--- config.mk ---
export PLATFORM = sky130hd
export DESIGN_NAME = button_decoder
export DESIGN_NICKNAME = d
export VERILOG_FILES = /design/src/rtl/button_decoder.sv
export SDC_FILE = /design/constraint.sdc
export NUM_CORES = 1
export LEC_CHECK = 0
export ABC_AREA = 1
export CAP_MARGIN = 20
export CORE_ASPECT_RATIO = 1.75
export CORE_MARGIN = 5
export CORE_UTILIZATION = 65
export CTS_BUF_LIST = sky130_fd_sc_hd__clkbuf_4
export CTS_CLUSTER_DIAMETER = 50
export DETAILED_ROUTE_END_ITERATION = 7
export PLACE_DENSITY = 0.83
export SLEW_MARGIN = 20
export SYNTH_ARGS = -nofsm -noshare
export SYNTH_HDL_FRONTEND = slang
export SYNTH_SLANG_ARGS = --single-unit
--- constraint.sdc ---
create_clock -name CLK -period 1.9 [get_ports CLK]
set_input_delay 0.285 -clock CLK [delete_from_list [all_inputs] [get_ports CLK]]
set_output_delay 0.285 -clock CLK [all_outputs]
set_load 0.02 [all_outputs]
--- src/rtl/button_decoder.sv ---
// button_decoder: conditions four raw colour buttons and one start button
// for the game controller. Each input is polarity-corrected, synchronised
// and debounced. An arbiter then reports at most one colour per press on
// IN/IN_VALID, and nothing at all for an ambiguous multi-press.
// Optional build macro: START_COMBO_EN. When it is defined, holding all four
// colours also raises START_GAME and blocks colour reporting.

// One input lane: a 2-flop synchroniser followed by a debounce counter.
module button_decoder_lane #(
  parameter int DEBOUNCE_CYCLES = 250000
) (
  input  logic CLK,
  input  logic RST_N,
  input  logic raw,   // 1 = pressed, still asynchronous
  output logic db     // debounced level, 1 = pressed
);
  localparam int CW = $clog2(DEBOUNCE_CYCLES + 1);

  logic [1:0]    sync;
  logic [CW-1:0] cnt, cnt_nxt;
  logic          db_nxt;

  // Two-stage synchroniser; resets to "released".
  always_ff @(posedge CLK or negedge RST_N)
    if (!RST_N) sync <= '0;
    else        sync <= {sync[0], raw};

  // db flips only after DEBOUNCE_CYCLES consecutive mismatching samples.
  always_comb begin
    db_nxt  = db;
    cnt_nxt = '0;
    if (sync[1] != db) begin
      if (cnt == CW'(DEBOUNCE_CYCLES - 1)) db_nxt  = ~db;
      else                                 cnt_nxt = cnt + CW'(1);
    end
  end

  // Debounce state register.
  always_ff @(posedge CLK or negedge RST_N)
    if (!RST_N) begin
      db  <= 1'b0;
      cnt <= '0;
    end else begin
      db  <= db_nxt;
      cnt <= cnt_nxt;
    end
endmodule

module button_decoder #(
  parameter int DEBOUNCE_CYCLES = 250000,
  parameter bit BTN_ACTIVE_LOW  = 1'b1
) (
  input  logic       CLK,
  input  logic       RST_N,
  input  logic [3:0] BTN,
  input  logic       START_BTN,
  output logic [1:0] IN,
  output logic       IN_VALID,
  output logic       START_GAME
);
  localparam int NUM_LANES = 5;  // lanes 0..3 are colours, lane 4 is start

  typedef enum logic [1:0] {IDLE, PRESS, WAIT_REL} state_t;

  logic [NUM_LANES-1:0] pressed, db;
  logic [3:0]           colour;
  logic                 one_hot;
  logic [1:0]           enc, in_nxt;
  logic                 vld_nxt;
  state_t               state, state_nxt;

  assign pressed = BTN_ACTIVE_LOW ? ~{START_BTN, BTN} : {START_BTN, BTN};

  for (genvar i = 0; i < NUM_LANES; i++) begin : g_lane
    button_decoder_lane #(.DEBOUNCE_CYCLES(DEBOUNCE_CYCLES)) u_lane (
      .CLK  (CLK),
      .RST_N(RST_N),
      .raw  (pressed[i]),
      .db   (db[i])
    );
  end

  assign colour  = db[3:0];
  assign one_hot = (colour != 4'd0) && ((colour & (colour - 4'd1)) == 4'd0);

`ifdef START_COMBO_EN
  // Both terms come straight from debounce flops; an all-colour hold acts as start.
  assign START_GAME = db[4] | (&colour);
`else
  assign START_GAME = db[4];
`endif

  // Encode the single pressed colour (only meaningful when one_hot).
  always_comb begin
    enc = 2'd0;
    for (int k = 0; k < 4; k++)
      if (colour[k]) enc = 2'(k);
  end

  // FSM state register.
  always_ff @(posedge CLK or negedge RST_N)
    if (!RST_N) state <= IDLE;
    else        state <= state_nxt;

  // Next-state logic: accept a lone press, then block until everything is released.
  always_comb begin
    state_nxt = state;
    case (state)
      IDLE:     if (one_hot)             state_nxt = PRESS;
                else if (colour != 4'd0) state_nxt = WAIT_REL;
      PRESS:    if (!colour[IN])         state_nxt = (colour != 4'd0) ? WAIT_REL : IDLE;
      WAIT_REL: if (colour == 4'd0)      state_nxt = IDLE;
      default:                           state_nxt = IDLE;
    endcase
`ifdef START_COMBO_EN
    if (&colour) state_nxt = WAIT_REL;
`endif
  end

  // Output logic: IN loads only on entry to PRESS and holds afterwards.
  always_comb begin
    in_nxt  = IN;
    vld_nxt = (state_nxt == PRESS);
    if (state == IDLE && state_nxt == PRESS) in_nxt = enc;
  end

  // Registered colour handshake.
  always_ff @(posedge CLK or negedge RST_N)
    if (!RST_N) begin
      IN       <= 2'd0;
      IN_VALID <= 1'b0;
    end else begin
      IN       <= in_nxt;
      IN_VALID <= vld_nxt;
    end
endmodule

==> out/metrics.csv <==
stage,metric,value,unit
run_status,run_status,"complete, no violations",
global_routing,antenna_violations_before_repair,1,
detailed_routing,detail_route.drc_violations,0,
worst_setup_path,cp.arrival,1.51,ns
yosys,synthCells,804,
yosys,synthesis.nets,816,
run,maxCapViolations,0,
global_routing,grt_use_met3,3.39,%
worst_setup_path,start_kind,register,
worst_setup_path,setup.worst_path.class,register to primary output,
placed_design,place_inst,943,
timing,hold_slack,0.275,ns
worst_setup_path,critical_path.top_delay_family,buffers and inverters,
timing,max_freq,556,MHz
timing,report.final.slew_viol_count,0,
worst_setup_path,timing.critical_path.buf_inv,1,
yosys,yosysWarningCount,0,
yosys,synth.largest_area_cell,dfrtp_1,
global_routing,grt_use_met1,25.9,%
cells_and_area,instances_no_fill,960,
global_routing,first_global_vias,5145,
cells_and_area,ff_latch_area,0.00275,mm^2
floorplan,ios,11,
worst_setup_path,cp_slowest_stage_delay,0.63,ns
detailed_routing,drt-pass1-iter-count,5,
yosys,yosys_register_bits,110,
detailed_routing,totalWireLength,12.5,mm
floorplan,die_width,83.8,um
cells_and_area,layout-drive-gt1-share,13.6,%
cells_and_area,area_growth_syn_to_layout,7.45,%
worst_setup_path,worstPathCellList,clkdlybuf4s50_1,
worst_setup_path,crit_path_max_fanout,4,
clock_network,cts.htree.levels,3,
global_routing,globalRouteTotalUtil,23.1,%
hold_path,hold_class,input pin to asynchronous set/reset pin,
clock_network,worst_skew_pair_latency,0.47,ns
clock_network,cts_max_path_buffers,2,
clock_network,number_of_buffers_inserted_during_clock_tree_synthesis,9,
yosys,seq_area_frac_synth,44.4,%
worst_setup_path,setup.worst_path.end_class,primary output,
timing,rsz0062_at_grt,false,
timing,setup_viol,0,
yosys,post-synth-top-area-fraction,44.4,%
detailed_routing,drt-vias-per-instance,5.29,
floorplan,floorplan.die_area,0.0117,mm^2
clock_network,cts_root_buf,clkbuf_4,
global_routing,pin_count_of_the_biggest_net_entering_global_routing,36,
yosys,post_synth.cell_area_avg,7.71,um^2
timing,finalClockSkew,0.0342,ns
detailed_routing,routed-via-count,5078,
yosys,synth.cell_area,0.00620,mm^2
detailed_routing,first_iter_violations,282,
power,power_per_cell_area,566,mW/mm^2
timing,finalCritPeriodShare,94.6,%
timing,timing_hold_violations_final,0,
floorplan,die_ht,139,um
timing,min_period,1.80,ns
clock_network,cts_tree,done,
detailed_routing,postRouteAntennaNets,0,
cells_and_area,fillerInstances,767,
timing,worst_case_headroom_to_the_max_slew_limit,65.7,%
clock_network,cts.clk_slew.worst_paths,0.18,ns
global_routing,final_global_route_overflow_total,0,
timing,setup-tns-final,0,ns
detailed_routing,route.detailed.wl_per_inst,13.0,um
worst_setup_path,setup.reg_to_reg.worst_slack,0.27,ns
placed_design,hpwlAfterDp,9.71,mm
global_routing,grt_first_pass_wirelength,22.1,mm
cells_and_area,multiInputGateArea,0.00309,mm^2
yosys,synth.lib_cells_used.distinct,31,
placed_design,instance_area_after_placement,0.00652,mm^2
placed_design,buffer_ports.inserted,10,
floorplan,placement_rows,47,
cells_and_area,design.final.nets,845,
floorplan,initial_core_util,65.9,%
global_routing,top_usage_layer,met2,
power,total_power_after_layout,3.77,mW
floorplan,coreArea,0.00941,mm^2
timing,worst-slew-pin-transition,0.512,ns
worst_setup_path,required_worst_endpoint,1.62,ns
clock_network,clkSinkCount,110,
worst_setup_path,cp_slowest_cell,clkdlybuf4s50_1,
power,leakage_power_summed_over_all_cells,2.92,nW
cells_and_area,layout.cell_area.non_filler,0.00666,mm^2
yosys,yosys-top-cells-area,"dfrtp_1 (44%), nand2_1 (12%), nor2_1 (11%)",
clock_network,postCtsSetupBuffers,0,
global_routing,grt.met2_usage,42.2,%
placed_design,gp_routability_congestion,1.01,
power,max_vdd_drop,0.447,mV
==> cell usage after synthesis <==
cell type  number
nand3b_1        2
nand2_4         5
nand2_2        15
nand3_2         5
nor2_8          1
nor2_1        174
o21ai_2         1
ha_1            5
nand3_1        43
o21ai_0        12
and2_1          5
xor2_1         32
nor3_2          6
nor3b_1         4
xnor2_2         3
nand4_1         4
nand2_8         1
a21oi_1        13
o211ai_1        1
nor3_1         10
inv_2           6
nor2_2         29
inv_1          89
xnor2_1        12
nand2_1       192
a21o_1          2
a21oi_2         8
dfrtp_1       110
a21boi_2        1
o21ai_1         2
nor2_4         11
==> stage by stage <==
step / utilization, % / setup WS [ns]
6_report: 70.8 / 0.103
5_1_grt: 70.8 / 0.0198
4_1_cts: 70.8 / 0.0634
3_5_place_dp: 69.2 / 0.329
3_3_place_gp: 69.2 / 0.416
2_1_floorplan: - / 0.487
==> cell type report <==
cell class              count  share of cell area [%]
clock inverters             5                   0.902
flip-flops and latches    110                    41.3
multi-input cells         599                    46.4
inverters                  95                    5.35
clock buffers              10                    1.13
well taps                 122                    2.29
repair buffers             18                    2.57
diodes                      1                  0.0376
==> timing repair <==
item,CTS,global route
gates resized for setup,1,0
hold buffers,1,0
hold endpoints to repair,30,0
endpoints found under the setup margin,1,0
==> cells in the final DEF, fill, tap and decap left out, drive strengths merged, types with 2 or more instances in the layout <==
cell type	netlist	layout
a21oi	21	21
nor3b	4	4
xnor2	15	15
clkinv	0	3
buf	0	8
nand3	48	48
clkdlybuf4s50	0	8
ha	5	5
inv	95	96
nor3	16	16
a21o	2	2
dfrtp	110	110
clkbuf	0	10
nor2	215	215
nand4	4	4
nand2	213	213
xor2	32	32
nand3b	2	2
o21ai	15	15
and2	5	5
==> logic make-up after synthesis <==
group / after synthesis / synth area share [%]
AOI/OAI and AO/OA: 40 / 4.00
xor gates and xnor gates: 47 / 7.00
and+or+nand+nor: 507 / 37.8
adders and majority gates: 5 / 1.01
DFF: 110 / 44.4
buffers and inverters: 95 / 5.75
==> sequential cells by signal, summed over array words and instances (netlist names) <==
name                count
g_lane.u_lane.cnt      90
state                   2
IN_VALID                1
g_lane.u_lane.db        5
IN                      2
g_lane.u_lane.sync     10
==> per-layer routing <==
layer  wire length [um]  vias to the layer above
li1                   -                     2539
met1               4810                     2382
met2               6820                      119
met3                438                       38
met4                423                        0
met5                  0                        -
==> path summary, 6_finish.rpt <==
kind | from | end | cells after the start
worst max register to register | g_lane[2].u_lane.cnt[0] | g_lane[2].u_lane.cnt[14] | 7
worst max-delay path | IN[1] | IN[1] | 1
worst min-delay path | RST_N | g_lane[3].u_lane.cnt[15] | 2
min in group CLK | BTN[3] | g_lane[3].u_lane.sync[0] | 2
worst min register to register | g_lane[4].u_lane.sync[0] | g_lane[4].u_lane.sync[1] | 0
max in group asynchronous | RST_N | g_lane[0].u_lane.cnt[17] | 3
==> report_power, final <==
group	total, mW	leakage [nW]	internal, mW	switching [mW]
Sequential	2.41	1.50	2.38	0.0335
Combinational	0.183	1.35	0.0618	0.122
Clock	1.17	0.0745	0.416	0.757
No activity file was read; power rests on OpenSTA's default activity.
